<file path="src/rtl/upscaler_audio_pkg.sv">
// Shared constants for the audio upscaler path: sample widths and the
// phase step that yields 48 kHz from a 74.25 MHz pixel clock.
package upscaler_audio_pkg;

  localparam int AUDIO_DATA_WIDTH = 12;
  localparam int AUDIO_OUT_WIDTH  = 16;
  localparam int PHASE_INC_48K    = 10846;

  function automatic int level_width(input int depth);
    return $clog2(depth) + 1;
  endfunction

endpackage

</file>
<file path="src/rtl/sample_fifo.sv">
// First-word-fall-through sample buffer. A push into a full FIFO is only
// accepted when a pop happens in the same cycle.
module sample_fifo
  import upscaler_audio_pkg::*;
#(
  parameter int WIDTH = 16,
  parameter int DEPTH = 8
) (
  input  logic                   clk,
  input  logic                   rst,
  input  logic                   push,
  input  logic                   pop,
  input  logic [WIDTH-1:0]       din,
  output logic [WIDTH-1:0]       dout,
  output logic                   full,
  output logic                   empty,
  output logic [$clog2(DEPTH):0] level
);

  localparam int AW = $clog2(DEPTH);
  localparam logic [AW:0] FULL_LEVEL = (AW + 1)'(DEPTH);

  logic [WIDTH-1:0] mem_q [DEPTH];
  logic [AW-1:0]    wr_ptr_q, wr_ptr_d;
  logic [AW-1:0]    rd_ptr_q, rd_ptr_d;
  logic [AW:0]      level_q, level_d;
  logic             do_push, do_pop;

  assign empty   = (level_q == '0);
  assign full    = (level_q == FULL_LEVEL);
  assign level   = level_q;
  assign do_pop  = pop && !empty;
  assign do_push = push && (!full || do_pop);
  // Gating the head keeps stale contents invisible after a reset.
  assign dout    = empty ? '0 : mem_q[rd_ptr_q];

  always_comb begin
    wr_ptr_d = wr_ptr_q;
    rd_ptr_d = rd_ptr_q;
    level_d  = level_q;
    if (do_push) wr_ptr_d = wr_ptr_q + 1'b1;
    if (do_pop)  rd_ptr_d = rd_ptr_q + 1'b1;
    case ({do_push, do_pop})
      2'b10:   level_d = level_q + 1'b1;
      2'b01:   level_d = level_q - 1'b1;
      default: level_d = level_q;
    endcase
  end

  always_ff @(posedge clk or negedge rst) begin
    if (!rst) begin
      wr_ptr_q <= '0;
      rd_ptr_q <= '0;
      level_q  <= '0;
    end else begin
      wr_ptr_q <= wr_ptr_d;
      rd_ptr_q <= rd_ptr_d;
      level_q  <= level_d;
    end
  end

  always_ff @(posedge clk) begin
    if (do_push) mem_q[wr_ptr_q] <= din;
  end

endmodule

</file>
<file path="src/rtl/sample_rate_decimator.sv">
// Phase-accumulator decimator: captures one filtered sample per accumulator
// carry, widens it and queues it for the output consumer, counting drops.
module sample_rate_decimator
  import upscaler_audio_pkg::*;
#(
  parameter int DATA_WIDTH  = AUDIO_DATA_WIDTH,
  parameter int OUT_WIDTH   = AUDIO_OUT_WIDTH,
  parameter int PHASE_WIDTH = 24,
  parameter int PHASE_INC   = PHASE_INC_48K,
  parameter int FIFO_DEPTH  = 8
) (
  input  logic                          clk,
  input  logic                          rst,
  input  logic signed [DATA_WIDTH-1:0]  data_in,
  output logic signed [OUT_WIDTH-1:0]   out_data,
  output logic                          out_valid,
  input  logic                          out_ready,
  output logic                          overflow,
  input  logic                          clear_ovf,
  output logic [7:0]                    drop_count,
  output logic [$clog2(FIFO_DEPTH):0]   fill_level
);

  localparam logic [PHASE_WIDTH:0] INC_EXT = (PHASE_WIDTH + 1)'(PHASE_INC);

  logic [PHASE_WIDTH-1:0]      acc_q, acc_d;
  logic [PHASE_WIDTH:0]        acc_sum;
  logic                        tick;
  logic signed [OUT_WIDTH-1:0] sample_ext, sample_conv;
  logic                        fifo_full, fifo_empty;
  logic                        pop, push, drop;
  logic                        ovf_q, ovf_d;
  logic [7:0]                  drop_cnt_q, drop_cnt_d;

  assign acc_sum = {1'b0, acc_q} + INC_EXT;
  assign tick    = acc_sum[PHASE_WIDTH];
  assign acc_d   = acc_sum[PHASE_WIDTH-1:0];

  assign sample_ext  = OUT_WIDTH'(data_in);
  assign sample_conv = sample_ext <<< (OUT_WIDTH - DATA_WIDTH);

  // A full FIFO can still take the tick sample if the consumer frees a slot.
  assign out_valid = !fifo_empty;
  assign pop       = out_valid && out_ready;
  assign push      = tick && (!fifo_full || pop);
  assign drop      = tick && fifo_full && !pop;

  always_comb begin
    ovf_d      = ovf_q;
    drop_cnt_d = drop_cnt_q;
    if (clear_ovf) begin
      ovf_d      = 1'b0;
      drop_cnt_d = '0;
    end else if (drop) begin
      ovf_d = 1'b1;
      if (drop_cnt_q != 8'hFF) drop_cnt_d = drop_cnt_q + 8'd1;
    end
  end

  always_ff @(posedge clk or negedge rst) begin
    if (!rst) begin
      acc_q      <= '0;
      ovf_q      <= 1'b0;
      drop_cnt_q <= '0;
    end else begin
      acc_q      <= acc_d;
      ovf_q      <= ovf_d;
      drop_cnt_q <= drop_cnt_d;
    end
  end

  assign overflow   = ovf_q;
  assign drop_count = drop_cnt_q;

  sample_fifo #(
    .WIDTH (OUT_WIDTH),
    .DEPTH (FIFO_DEPTH)
  ) u_fifo (
    .clk   (clk),
    .rst   (rst),
    .push  (push),
    .pop   (pop),
    .din   (sample_conv),
    .dout  (out_data),
    .full  (fifo_full),
    .empty (fifo_empty),
    .level (fill_level)
  );

endmodule

</file>
<file path="config.mk">
export PLATFORM = sky130hd
export DESIGN_NAME = sample_rate_decimator
export DESIGN_NICKNAME = d
export VERILOG_FILES = /design/src/rtl/upscaler_audio_pkg.sv /design/src/rtl/sample_fifo.sv /design/src/rtl/sample_rate_decimator.sv
export SDC_FILE = /design/constraint.sdc
export NUM_CORES = 1
export LEC_CHECK = 0
export BUFFER_PORTS_ARGS = -buffer_cell sky130_fd_sc_hd__buf_4
export CORE_MARGIN = 4
export CORE_UTILIZATION = 55
export CTS_BUF_LIST = sky130_fd_sc_hd__clkbuf_2
export DETAILED_ROUTE_END_ITERATION = 10
export PLACE_DENSITY_LB_ADDON = 0.1
export SLEW_MARGIN = 20
export SYNTH_ARGS = -nofsm -noshare
export SYNTH_HDL_FRONTEND = slang
export SYNTH_HIERARCHICAL = 1
export SYNTH_SLANG_ARGS = --single-unit
</file>
<file path="constraint.sdc">
create_clock -name clk -period 5.8 [get_ports clk]
set_input_delay 0.58 -clock clk [delete_from_list [all_inputs] [get_ports clk]]
set_output_delay 0.58 -clock clk [all_outputs]
set_load 0.01 [all_outputs]
</file>
==> results by group <==
Run status
  – Status: completed

Clock network
  – Post-CTS setup buffer count: 0
  – CTS tree: done
  – Clock sink count: 170
  – # hold bufs at CTS: 1
  – Num CTS Buffers: 17
  – Root Buffer: clkbuf_2
  – Clock slew at reported path FFs: ~0.23 ns
  – Later-pin clock latency in the skew report: 0.68 ns
  – H-tree depth: 4
  – Cts repair resizes: 0
  – Longest Clk Path Bufs: 2

Synth
  – Post-synth EDFFs: approximately 130
  – Mean post-synth cell area: 16.7 um^2
  – Most used DFF post-synth: edfxtp_1
  – Register area share after synthesis: 0.689
  – YS warnings: 6
  – Count leader, synth: edfxtp_1
  – Asr flop ratio synth: 0.247
  – Cell Area, Synth: 7100 um^2
  – Dominant cell type by area after synthesis: edfxtp_1
  – FF+latch count, synth: 170
  – Syn Inst Count: 424
  – Share of the synthesized area in the top cell type: 0.541
  – Synth cell count leaders: 128 x edfxtp_1, 42 x dfrtp_1, 32 x mux4_2, 32 x nor2_1, 20 x xnor2_1
  – Synth top area cells: edfxtp_1 54%, dfrtp_1 15%, mux4_2 10%, mux2i_1 2.7%, xnor2_1 2.5%
  – Yosys cell types: 53

Placed design
  – Gpl congestion: 0.807
  – DP Wirelength: ~8000 um
  – Placed inst area: 7750 um^2
  – Placed Cells: 664
  – I/O Buffers: 45
  – Pre-CTS setup slack: 1.91 ns

Timing
  – RSZ-0062 raised after global routing: no
  – Max Fclk: 252 MHz
  – Fin. max-slew vios: 0
  – Post-layout min period: approximately 4.0 ns
  – Post-route setup TNS: 0 ns
  – Slew Limit Headroom: 0.260
  – Clock skew: 0.0273 ns
  – Setup violators final: 0
  – Worst setup margin: around 1.8 ns
  – Final Hold Viols: 0
  – Final period util: 0.685
  – Slew @ Worst Pin: between 1 and 1.5 ns

Power
  – Power Density: 363 nW/um^2
  – Peak supply drop: 0.000236 V
  – Static leakage: 2.93 nW

Cells and area
  – Syn-to-layout area delta: 12.6%
  – Final cell count without fillers: 701
  – Nets: 540
  – Diode count: 0
  – Post-route cell area: ~8000 um^2
  – Utilization after layout: 0.634
  – Layout cells sized above 1: 0.244

Worst setup path
  – Largest stage delay on the critical path: 0.64 ns
  – FF-to-FF setup slack: around 1.8 ns
  – Reg-to-reg endpoint: u_fifo/mem_q[0][5]
  – Crit path cell chain: o41a_4 -> o211ai_4 -> a21boi_1 -> nand2_1 -> nor2_1 -> inv_1 -> a31oi_1 -> nand2b_1 -> nor3_2 -> buf_4
  – CP endpoint kind: flop
  – R2r startpoint: acc_q[3]
  – R2R depth: 10
  – CP Depth: 10
  – CP Buf/Inv Count: 2
  – CP top delay family: simple AND/OR/NAND/NOR gates
  – CP Max Fanout: 9
  – CP max stage cell: nor3_2
  – Crit path arrival time: 4.39 ns
  – Worst Setup Path Type: reg2reg
  – Crit path launch type: flop
  – WP data required: 6.21 ns

Floorplanning
  – Die H: 122 um
  – Core ar.: between 10000 and 15000 um^2
  – I/O Pins: 46
  – Full die area: 14800 um^2
  – Initial Utilization: 0.563
  – Die width: 122 um
  – Row count: 41

Global route
  – Vias in the first global route: 3847
  – GRT Util Overall: 0.182
  – Largest net degree at the start of global routing: 43
  – Overflow after GRT: 0
  – Initial antenna violation count: 0
  – First-pass GRT wire length: 20200 um

Detailed routing
  – Post-DRT Antenna Nets: 0
  – Vias per cell: 5.44
  – Via count: 3810
  – Post-Route WL: 12400 um
  – WL/cell: approximately 18 um
  – Initial DRT Pass Iterations: 4
  – DRC Markers: 0
  – Iteration-0 DRC Markers: 184

Flow run
  – Max-Cap Viols: 0

Hold path
  – Worst hold endpoint: u_fifo/mem_q[1][15]
  – Hold crit path type: in2reg
  – Hold path depth: 1
  – Hold Crit Start: data_in[11]
[state kept, by name, indices dropped and copies added (netlist names)]
| register | flops |
|---|---|
| u_fifo/mem_q | 128 |
| acc_q | 23 |
| drop_count | 8 |
| u_fifo/level | 4 |
| u_fifo/rd_ptr_q | 3 |
| u_fifo/wr_ptr_q | 3 |
| overflow | 1 |
[cells in the final DEF (no fill, tap or decap), types with 3 or more instances in the layout]
cell type / count
xor2_1: 9
conb_1: 32
o21ai_0: 9
buf_4: 54
a21oi_1: 9
clkinv_1: 4
edfxtp_1: 128
clkinvlp_4: 3
nand2_1: 15
nand3_1: 8
nand2b_1: 6
dlygate4sd3_1: 6
dfrtp_1: 40
ha_1: 6
nor3_2: 3
inv_1: 12
nand4_1: 4
mux4_2: 32
mux2i_1: 19
xnor2_1: 20
a31oi_1: 3
and2_1: 3
clkbuf_2: 19
or3_1: 7
nor3_1: 4
nor2_1: 32
[final cells by class]
type / instances / area (um^2)
Inverter: 13 / 48.8
Timing Repair Buffer: 60 / 465
Clock inverter: 12 / 98.8
Clock buffer: 19 / 95.1
Tap cell: 172 / 215
Fill cell: 977 / 4620
Multi-Input combinational cell: 255 / 2180
Sequential cell: 170 / 4900
[metrics by stage]
step | power, mW | hold slack [ns]
final | 2.90 | 0.110
after global routing | 3.08 | 0.00466
after CTS | 2.94 | 0.0112
after detailed placement | 2.41 | 0.461
after global placement | 2.40 | 0.454
after floorplan | 2.11 | 0.284
[worst register-to-register path, cell delays in order, from the launching register on]
cell and delay, ns:
dfrtp_1 0.50, o41a_4 0.21, o211ai_4 0.10, a21boi_1 0.41, nand2_1 0.16, nor2_1 0.49
inv_1 0.21, a31oi_1 0.47, nand2b_1 0.22, nor3_2 0.64, buf_4 0.31
[cells by family (layout without fill, tap and decap cells)]
group / after synthesis / in the layout / synth area share
other: 1 / 32 / 0.000528
AND/OR/NAND/NOR: 95 / 95 / 0.0675
AO/OA/AOI/OAI: 39 / 39 / 0.0405
buffers and inverters: 30 / 104 / 0.0217
XOR/XNOR: 29 / 29 / 0.0358
multiplexers: 53 / 53 / 0.131
flip-flops: 170 / 170 / 0.689
adder cells (fa/ha/maj): 7 / 7 / 0.0134
[worst max-delay path by stage]
| stage | end | from | slack [ns] |
|---|---|---|---|
| floorplan | u_fifo/mem_q[1][0] | u_fifo/level[0] | 2.13 |
| global placement | u_fifo/mem_q[0][5] | acc_q[3] | 2.07 |
| global route | u_fifo/mem_q[0][15] | acc_q[3] | 1.49 |
| detailed placement | u_fifo/mem_q[0][5] | u_fifo/level[0] | 1.91 |
| finish | u_fifo/mem_q[0][5] | acc_q[3] | 1.82 |
| CTS | u_fifo/mem_q[0][15] | acc_q[3] | 1.86 |
[routing by layer]
layer  part of all wire  track usage  vias to the layer above
li1                   -            -                     1773
met1               0.44        0.243                     1960
met2               0.52        0.303                       69
met3              0.036       0.0464                        8
met4             0.0086       0.0490                        0
met5                  0            0                        -
[power breakdown]
group / internal [mW] / switching (mW) / leakage (nW) / total, mW
sequential: 1.33 / 0.111 / 1.66 / 1.45
combinational: 0.500 / 0.422 / 1.15 / 0.922
clock: 0.152 / 0.383 / 0.117 / 0.534
total: 1.99 / 0.916 / 2.93 / 2.90
No activity file was read; power rests on OpenSTA's default activity.
